$ cat src/rtl/data_store_buffer_if.sv
// data_store_buffer_if: core store/load side and memory drain side of the posted-write buffer
interface data_store_buffer_if #(
  parameter int ADDR_W = 32,
  parameter int DATA_W = 32
);
  logic              st_valid;
  logic [ADDR_W-1:0] st_addr;
  logic [DATA_W-1:0] st_data;
  logic [ADDR_W-1:0] ld_addr;
  logic              ld_hit;
  logic [DATA_W-1:0] ld_data;
  logic              full;
  logic              empty;
  logic              overflow;
  logic              mem_req;
  logic [ADDR_W-1:0] mem_addr;
  logic [DATA_W-1:0] mem_wdata;
  logic              mem_ack;
  modport master (
    output st_valid, st_addr, st_data, ld_addr, mem_ack,
    input  ld_hit, ld_data, full, empty, overflow, mem_req, mem_addr, mem_wdata
  );
  modport slave (
    input  st_valid, st_addr, st_data, ld_addr, mem_ack,
    output ld_hit, ld_data, full, empty, overflow, mem_req, mem_addr, mem_wdata
  );
endinterface

$ cat src/rtl/data_store_buffer.sv
// data_store_buffer: posted-write FIFO between core stores and data memory, with store-to-load forwarding
module data_store_buffer #(
  parameter int DEPTH  = 4,
  parameter int ADDR_W = 32,
  parameter int DATA_W = 32
) (
  input  logic              clk,
  input  logic              rst_in,
  data_store_buffer_if.slave bus
);
  localparam int PW = $clog2(DEPTH);
  localparam int CW = $clog2(DEPTH + 1);
  logic [ADDR_W-1:0] addr_q [DEPTH];
  logic [DATA_W-1:0] data_q [DEPTH];
  logic [PW-1:0]     wr_ptr, rd_ptr, idx;
  logic [CW-1:0]     count;
  logic              overflow_q, enq, deq, hit;
  logic [DATA_W-1:0] fwd;
  assign bus.full      = count == CW'(DEPTH);
  assign bus.empty     = count == '0;
  assign bus.mem_req   = ~bus.empty;
  assign bus.overflow  = overflow_q;
  assign bus.mem_addr  = bus.empty ? '0 : addr_q[rd_ptr];
  assign bus.mem_wdata = bus.empty ? '0 : data_q[rd_ptr];
  assign bus.ld_hit    = hit;
  assign bus.ld_data   = fwd;
  assign enq = bus.st_valid & ~bus.full;
  assign deq = bus.mem_req & bus.mem_ack;
  always_ff @(posedge clk or negedge rst_in)
    if (!rst_in) begin
      wr_ptr     <= '0;
      rd_ptr     <= '0;
      count      <= '0;
      overflow_q <= 1'b0;
    end else begin
      if (enq) wr_ptr <= wr_ptr + 1'b1;
      if (deq) rd_ptr <= rd_ptr + 1'b1;
      count <= count + CW'(enq) - CW'(deq);
      if (bus.st_valid & bus.full) overflow_q <= 1'b1;
    end
  always_ff @(posedge clk)
    if (enq) begin
      addr_q[wr_ptr] <= bus.st_addr;
      data_q[wr_ptr] <= bus.st_data;
    end
  // walk oldest to youngest so the last match (youngest) wins; byte offset ignored
  always_comb begin
    hit = 1'b0;
    fwd = '0;
    idx = '0;
    for (int i = 0; i < DEPTH; i++) begin
      idx = rd_ptr + PW'(i);
      if (CW'(i) < count && ((bus.ld_addr ^ addr_q[idx]) >> 2) == '0) begin
        hit = 1'b1;
        fwd = data_q[idx];
      end
    end
  end
endmodule

$ cat src/flat_wrapper.sv
// flat-port wrapper written by rule: the top's interface ports become plain ports
module data_store_buffer_flat 
#(
  parameter int DEPTH  = 4,
  parameter int ADDR_W = 32,
  parameter int DATA_W = 32
)
  (clk, rst_in, bus_st_valid, bus_st_addr, bus_st_data, bus_ld_addr, bus_mem_ack, bus_ld_hit, bus_ld_data, bus_full, bus_empty, bus_overflow, bus_mem_req, bus_mem_addr, bus_mem_wdata);
  data_store_buffer_if #(.ADDR_W(ADDR_W), .DATA_W(DATA_W)) bus_i ();
  input  logic clk;
  input  logic rst_in;
  input wire logic [$bits(bus_i.st_valid)-1:0] bus_st_valid;
  input wire logic [$bits(bus_i.st_addr)-1:0] bus_st_addr;
  input wire logic [$bits(bus_i.st_data)-1:0] bus_st_data;
  input wire logic [$bits(bus_i.ld_addr)-1:0] bus_ld_addr;
  input wire logic [$bits(bus_i.mem_ack)-1:0] bus_mem_ack;
  output wire logic [$bits(bus_i.ld_hit)-1:0] bus_ld_hit;
  output wire logic [$bits(bus_i.ld_data)-1:0] bus_ld_data;
  output wire logic [$bits(bus_i.full)-1:0] bus_full;
  output wire logic [$bits(bus_i.empty)-1:0] bus_empty;
  output wire logic [$bits(bus_i.overflow)-1:0] bus_overflow;
  output wire logic [$bits(bus_i.mem_req)-1:0] bus_mem_req;
  output wire logic [$bits(bus_i.mem_addr)-1:0] bus_mem_addr;
  output wire logic [$bits(bus_i.mem_wdata)-1:0] bus_mem_wdata;
  assign bus_i.st_valid = bus_st_valid;
  assign bus_i.st_addr = bus_st_addr;
  assign bus_i.st_data = bus_st_data;
  assign bus_i.ld_addr = bus_ld_addr;
  assign bus_i.mem_ack = bus_mem_ack;
  assign bus_ld_hit = bus_i.ld_hit;
  assign bus_ld_data = bus_i.ld_data;
  assign bus_full = bus_i.full;
  assign bus_empty = bus_i.empty;
  assign bus_overflow = bus_i.overflow;
  assign bus_mem_req = bus_i.mem_req;
  assign bus_mem_addr = bus_i.mem_addr;
  assign bus_mem_wdata = bus_i.mem_wdata;
  data_store_buffer #(.DEPTH(DEPTH), .ADDR_W(ADDR_W), .DATA_W(DATA_W)) u_core (.clk(clk), .rst_in(rst_in), .bus(bus_i));
endmodule
$ cat config.mk
export PLATFORM = sky130hd
export DESIGN_NAME = data_store_buffer_flat
export DESIGN_NICKNAME = d
export VERILOG_FILES = /design/src/rtl/data_store_buffer_if.sv /design/src/rtl/data_store_buffer.sv /design/src/flat_wrapper.sv
export SDC_FILE = /design/constraint.sdc
export NUM_CORES = 1
export LEC_CHECK = 0
export ABC_AREA = 1
export CAP_MARGIN = 25
export CORE_MARGIN = 4
export CORE_UTILIZATION = 55
export CTS_CLUSTER_SIZE = 28
export DETAILED_ROUTE_END_ITERATION = 10
export PLACE_DENSITY = 0.84
export SLEW_MARGIN = 5
export SYNTH_ARGS = -nofsm -noshare
export SYNTH_HDL_FRONTEND = slang
export SYNTH_SLANG_ARGS = --single-unit
$ cat constraint.sdc
create_clock -name clk -period 8.45 [get_ports clk]
set_input_delay 2.535 -clock clk [delete_from_list [all_inputs] [get_ports clk]]
set_output_delay 2.535 -clock clk [all_outputs]
set_load 0.02 [all_outputs]
# Word-level counts from Yosys, hierarchy flattened
# Memory sizes are Yosys's and may differ from the RTL's.
# Index checks and enable logic that the tools add are counted.
[word_totals] memories=2 ff_bits=8 elab_cells=47 output_inout_bits=101 inputBits=100 ramBits=256
[mem_list] memory="u_core.addr_q" depth=4 width=32 read_ports=4 rd_ports_with_merged_regs=0 wr=1 line_no="data_store_buffer.sv:13" text="logic [ADDR_W-1:0] addr_q [DEPTH];"
[mem_list] memory="u_core.data_q" depth=4 width=32 read_ports=4 rd_ports_with_merged_regs=0 wr=1 line_no="data_store_buffer.sv:14" text="logic [DATA_W-1:0] data_q [DEPTH];"
[op_classes] n_reduce_logical=9 mux=12 n_bitwise=9 n_lt_le_gt_ge=4 eq_ne=1 n_addsub=6
[op_table] operator="$mux W32" count=6
[op_table] operator="$logic_not A32 Y1" count=4
[op_table] operator="$xor A32 B32 Y32" count=4
[op_table] operator="$lt A1 B3 Y1 const A" count=2
[op_table] operator="$lt A2 B3 Y1 const A" count=2
[op_table] operator="$mux W1" count=6
[op_table] operator="$add A2 B1 Y2 const B" count=2
[op_table] operator="$add A2 B2 Y2 const B" count=2
[op_table] operator="$logic_and A1 B1 Y1" count=4
[op_table] operator="$add A3 B1 Y3" count=1
[op_table] operator="$and A1 B1 Y1" count=3
[op_table] operator="$eq A3 B3 Y1 const B" count=1
[op_table] operator="$logic_not A3 Y1" count=1
[op_table] operator="$sub A3 B1 Y3" count=1
[op_table] operator="$not A1 Y1" count=2

# Depth between registers and ports, before layout
# An unclocked memory read counts as a cell.
[logic_depth] depth_word=8 ltp_mapped=21 ltp_nobuf=18

# Least setup slack after synthesis
# OpenSTA, ideal clock, no wires.
[synth_path] path_type="input to output" from="input port bus_ld_addr[4]" to="output port bus_ld_data[10]" slack_ns=2.189 required_time_ns=5.915 cell_stages=13 n_path_buf=1 arrival_ns=3.726 cell_sequence="inv_1 nand3_1 nand2_1 nand2_1 nor2_1 nand2_1 nor2_4 nand2_1 buf_2 nand3_1 nand2_1 nand2_1 nand2_1"
[synth_between] elab_chain_len=7 elab_cells_between_ends=16 cone_classes="4 x mux; 4 x bitwise; 8 x reduce/logical"
[synth_lines] element="start, declared" line_no="flat_wrapper.sv:15" text="input wire logic [$bits(bus_i.ld_addr)-1:0] bus_ld_addr;"
[synth_lines] element="$xor A32 B32 Y32" line_no="data_store_buffer.sv:53" text="if (CW'(i) < count && ((bus.ld_addr ^ addr_q[idx]) >> 2) == '0) begin"
[synth_lines] element="$logic_not A32 Y1" line_no="data_store_buffer.sv:53"
[synth_lines] element="$logic_and A1 B1 Y1" line_no="data_store_buffer.sv:53"
[synth_lines] element="$mux W32 (3 in series)" line_no="data_store_buffer.sv:53"
[synth_lines] element="$mux W32 *" line_no="data_store_buffer.sv:53"
[synth_lines] element="end, declared" line_no="flat_wrapper.sv:18" text="output wire logic [$bits(bus_i.ld_data)-1:0] bus_ld_data;"
# Mark *: on every way between the ends. The rest lies on a longest branch, timed or not.

# Worst setup path in the final report
[layout_path] from="input port bus_ld_addr[24]" to="output port bus_ld_data[27]"
# Same word-level chain as after synthesis.

==> impl_metrics.tcl <==
set metrics [dict create \
    routedWlPerCell_um 17.3 \
    cp_slowest_stage_delay_ps 560 \
    hold_class "reg -> reg" \
    dpl.hpwl_um 37200 \
    cp.arrival_ps 5770 \
    die_area_sq_um 36600 \
    syn_area_sq_um 18500 \
    num_vias 18987 \
    crit_type "in -> out" \
    htreeDepth 1 \
    grt_pass1_vias 18065 \
    gp_congestion 0.962 \
    die_y_um 191 \
    synth_area_per_cell_sq_um 6.68 \
    cts_root_buf "clkbuf_16" \
    drc 0 \
    syn-num-nets 2878 \
    clock-sinks 264 \
    worst_path_most_repeated_cell "nand2_1" \
    placementRows 66 \
    core-area_sq_um 32900 \
    clockBufferDepth 3 \
    cts-buffers-inserted 29 \
    slew_viol_final 0 \
    use_met2_pct 50.0 \
    grtUsageMet3_pct 6.06 \
    synth_cell_types 34 \
    io_pins 201 \
    dr.first_iter.drc_count 2318 \
    finalSetupViolCount 0 \
    postRouteAntennaNets 0 \
    path_clk_slew_ps 60 \
    grt_util_met1_pct 40.2 \
    post_cts_resized 0 \
    max_freq_ghz 0.120 \
    dr.pass1.iters 6 \
    grt.total_usage_pct 30.9 \
    syn_to_final_growth_pct 16.8 \
    postCtsHoldBufs 0 \
    n_fill_cell 2766 \
    yosys_warnings 0 \
    maxCapViolations 0 \
    cts_tree "done" \
    status "completed" \
    die_w_um 191 \
    finalSetupTns_ps 0 \
    finalWorstSetupSlack_ps 142 \
    busiest_layer "met2" \
    rsz0062_at_grt "no" \
    end_kind "output pin" \
    nets 2988 \
    finalNonFillerCells 3346 \
    ys_top_cells_by_area "edfxtp_1 (42%), nand2_1 (29%), nand3_1 (8.0%)" \
    synth_top_area_share_pct 41.6 \
    power_mw 8.34 \
    fin_crit_sh_pct 98.3 \
    period_minus_slack_ps 8310 \
    cp-start-kind "input pin" \
    slowest_stage "clkdlybuf4s50_1" \
    crit_chain "clkdlybuf4s50_1 -> inv_1 -> nand3_1 -> nand2_1 -> nand2_1 -> nor2_1 -> nand2_1 -> nor2_4 -> nand2_1 -> buf_4 -> nand3_1 -> nand2_1 -> nand2_1 -> nand2_1 -> clkdlybuf4s50_1" \
    max_slew.worst_pin.slew_ps 1380 \
    netlist_instances 2769 \
    worstPathRequired_ps 5920 \
    synth_top_cell_by_area "edfxtp_1" \
    vias_per_cell 5.67 \
    fin_worst_skew_ps 15.4 \
    grt_pass1_wl_um 90900 \
    yosysSeqAreaShare_pct 42.7 \
    hold_viol 0 \
    final_cell_mix "nand2_1 (1416), nand3_1 (296), inv_1 (263)" \
    postCtsSetupBuffers 0 \
    p_per_area_nw_per_um2 386 \
    clk-insertion-delay-late_ps 570 \
    start_util_pct 56.2 \
    ir_drop_uv 396 \
    maxSlewHeadroom_pct 7.96 \
    synth_seq_cells 264 \
    grt-ovfl-total 0 \
    antenna_found_initial 7 \
    port_buffers 198 \
    drive_above_1_share_pct 3.27 \
    wl_um 57900 \
    whs_ps 464 \
    layout.cells.most_common "nand2_1" \
    crit_fanout 33 \
    grt_max_degree 233 \
    place_ws_ps 284 \
    placedCellCount 3289 \
    p_leak_nw 10.4 \
]
-- final timing paths --
path | startpoint | to | slack (ps) | depth (start not counted)
max reg2reg | u_core.rd_ptr[0]$_DFFE_PN0P_ | u_core.rd_ptr[1]$_DFFE_PN0P_ | 5460 | 5
min in group asynchronous | rst_in | u_core.count[1]$_DFF_PN0_ | 2260 | 1
min | u_core.bus.overflow$_DFFE_PN0P_ | u_core.bus.overflow$_DFFE_PN0P_ | 460 | 1
min reg2reg | u_core.bus.overflow$_DFFE_PN0P_ | u_core.bus.overflow$_DFFE_PN0P_ | 460 | 1
max in group asynchronous | rst_in | u_core.rd_ptr[1]$_DFFE_PN0P_ | 5860 | 1
max | bus_ld_addr[24] | bus_ld_data[27] | 140 | 15
-- Yosys cell counts, drive strengths merged --
cell,count
nand2,1420
nand3,296
inv,266
edfxtp,256
o21ai,172
nor2,117
buf,101
clkbuf,47
xor2,26
nand4,10
o211ai,10
dfrtp,8
ha,8
or2,7
a21oi,6
clkinv,4
nor3,4
and2,3
a22oi,2
a31oi,2
a21o,1
fa,1
nand3b,1
o2111ai,1
-- per-stage QoR --
step	utilization, %	instance area (sq um)
2_1_floorplan	-	18500
4_1_cts	65.7	21600
3_5_place_dp	62.6	20600
3_3_place_gp	62.6	20600
6_report	65.7	21600
5_1_grt	65.7	21600
-- critical path, delay by kind of cell --
kind,cells,cell delay [ps]
and+or+nand+nor,11,1660
buffers and inverters,4,1550
-- power breakdown --
group	leakage (nW)	switching, mW	internal, mW
Sequential	2.43	0.187	1.74
Combinational	7.48	3.48	1.61
Clock	0.485	0.517	0.809
-- state kept, by name, indices dropped and copies added, names as in the netlist --
| register | flops |
|---|---|
| u_core.count | 3 |
| u_core.addr_q | 128 |
| u_core.wr_ptr | 2 |
| u_core.data_q | 128 |
| u_core.bus.overflow | 1 |
| u_core.rd_ptr | 2 |
-- area by class of cell --
cell class,count,area [sq um],share of cell area (%)
clock inverter,13,199,0.921
tap,442,553,2.56
sequential,264,7900,36.6
multi-input combinational,2087,8840,40.9
inverter,270,1020,4.73
antenna,3,7.51,0.0348
clock buffer,40,797,3.69
timing repair buffer,227,2290,10.6
-- cell families after synthesis --
group	after synthesis	share of synthesized area, %
simple gates	1858	40.2
xor+xnor	26	1.23
compound gates	194	5.46
fa+ha+maj	9	0.650
flops	264	42.7
buf+inv	418	9.76
-- metal layers --
layer / wire (um) / part of all wire, %
met1: 22100 / 38
met2: 26500 / 46
met3: 6810 / 12
met4: 2500 / 4.3
met5: 68 / 0.12
Power figures use the tool's default switching activity.
==> edit: new RTL, same settings <==
Make the reset (`rst_in`) synchronous in one clocked block.
--- a/src/rtl/data_store_buffer.sv
+++ b/src/rtl/data_store_buffer.sv
@@ -26,7 +26,7 @@
   assign bus.ld_data   = fwd;
   assign enq = bus.st_valid & ~bus.full;
   assign deq = bus.mem_req & bus.mem_ack;
-  always_ff @(posedge clk or negedge rst_in)
+  always_ff @(posedge clk)
     if (!rst_in) begin
       wr_ptr     <= '0;
       rd_ptr     <= '0;
Formal check against the unedited RTL: differs if rst_in is asserted again (counterexample within 4 cycles, from zero or initial values and one cycle with rst_in low); with rst_in held inactive, the same outputs for 4 cycles.
==> edit against the unedited design <==
- synthesized area up 0.48%
- die area up 0.46%
- register-to-register slack worse by 0.10 ns
- setup slack better by 0.14 ns
- critical path depth down 2
- power down 21%
- highest routed layer unchanged
- sequential cell count up 2
- routed wire length up 9.9%
- critical path type unchanged
- cell area up 0.93%
- largest power group unchanged
==> edit: results (changes against the unedited design) <==
* Fraction of met1 tracks used by global routing at 41.26% (+1.1 points)
* Ratio of final minimum period to clock period at 96.62% (-1.7 points)
* Internal Dissipation at 3546 uW (-15%)
* Complex-gate fraction of the synthesized area at 10.93% (+5.5 points)
* Cell depth of the worst min-delay path at 2 (+1)
* Met3 capacity usage during global routing at 7.161% (+1.1 points)
* Share of the core filled with cells in the final layout at 65.17% (-0.54 points)
* VDD IR-drop max at 222.7 uV (-44%)
* Cell total after placement at 3202 (-2.6%)
* Worst reg2reg setup slack at 5.36 ns (-0.10 ns)
* Reg2reg path depth at 6 (+1)
* Share of final-layout standard cells stronger than drive strength 1 at 3.873% (+0.60 points)
* Total track usage at 33.07% (+2.1 points)
* M1 wire length at 22.90 mm (+3.8%)
* Post-route non-filler standard cell count at 3266 (-2.4%)
* FFs w/ async S/R, synth at 0% (-3.0 points)
* Final estimated routing congestion in global placement at 1.012 (+5.3%)
* Final hold slack at 0.4711 ns (+0.007268 ns)
* Worst R2R End: u_core.data_q[2][4]
* Number of antenna violations at the first check in global routing at 5 (-2)
* Origin of the critical flop-to-flop path: u_core.count[2]
* Outcome: finished, final reports clean
* Met2 Wirelength at 29.09 mm (+10%)
* Via count of the first global-routing pass at 18550 (+2.7%)
* Global-route wire length before repair at 96.57 mm (+6.3%)
* Worst Hold Launch: u_core.bus.overflow
* Worst-case setup slack after placement at 0.4644 ns (+0.1802 ns)
* Final HPWL from detailed placement at 40.17 mm (+7.9%)
* Portion of total power attributed to sequential cells at 26.3% (+3.2 points)
* Share of the yosys chip area belonging to registers at 42.47% (-0.20 points)
* Synth Area in XOR/XNOR at 0.1886% (-1.0 points)
* Static leakage at 0.009720 uW (-6.5%)
* Buffers added on ports at 198 (unchanged)
* Placed inst area at 20700 um^2 (+0.54%)
* Worst hold endpoint: u_core.bus.overflow
* Clock Skews at 0.01175 ns (-0.003634 ns)
* Clock network latency to the later pin of the worst-skew pair at 0.59 ns (+0.02 ns)
* Post-synthesis net count at 2784 (-3.3%)
* P_clk at 1380 uW (+4%)
* Layout net count at 2898 (-3.0%)
* Count of filler cells inserted in the layout at 2743 (-0.83%)
* Mean instance size in the synthesized netlist at 6.944 um^2 (+4.0%)
* Total number of vias at 19720 (+3.8%)
* Adder-cell area share of the yosys netlist at 0.6467% (-0.0031 points)
* Leading cell types by count after synthesis: nand2_1 (1236), edfxtp_1 (256), nand3_1 (228)
* First element of the critical path: bus_ld_addr[18]
* Root buffer cell: clkbuf_16
* Length of routed met3 wiring at 8.051 mm (+18%)
* Warnings, synthesis at 0 (unchanged)
* Worst max-slew margin expressed relative to the limit at 26.93% (+19 points)
* Maximum number of pins on one net before global-route repair at 176 (-24%)
* Portion of total power attributed to combinational logic at 52.7% (-8.3 points)
* Met2 layer usage reported by global route at 53.11% (+3.1 points)
* Inserted Clock Buffers at 31 (+6.9%)
* Crit path capture: bus_ld_data[31]
* Number of unique standard cell types used by synthesis at 33 (-2.9%)
* Endpoint arrival time on the critical path at 5.63 ns (-0.14 ns)
edit: changes by cell type in the layout (fill, tap and decap cells not counted), moves of 23 or more:
cell / before / now
xor2_1: 26 / 3
nor2_1: 108 / 181
inv_1: 263 / 177
a32oi_1: 0 / 32
a21oi_1: 6 / 103
o21ai_0: 162 / 134
nand3_1: 296 / 228
nand2_1: 1416 / 1236
edit: critical path: stages:
cell and delay (ns):
clkdlybuf4s50_1 0.56, inv_1 0.12, nand2_1 0.08, nand2_1 0.08, nor2_1 0.24, nand2_1 0.12, nor2_1 0.11, nand2_1 0.09
nor2_4 0.35, buf_4 0.27, a21oi_1 0.10, a21oi_1 0.29, clkdlybuf4s50_1 0.68
edit: final cells by class:
type	count	share of cell area [%]
Multi-Input combinational cell	2073	42.55
Sequential cell	266	36.22
Timing Repair Buffer	234	10.65
Clock buffer	33	3.593
Inverter	183	3.168
Tap cell	448	2.571
Clock inverter	25	1.200
Antenna cell	4	0.04592
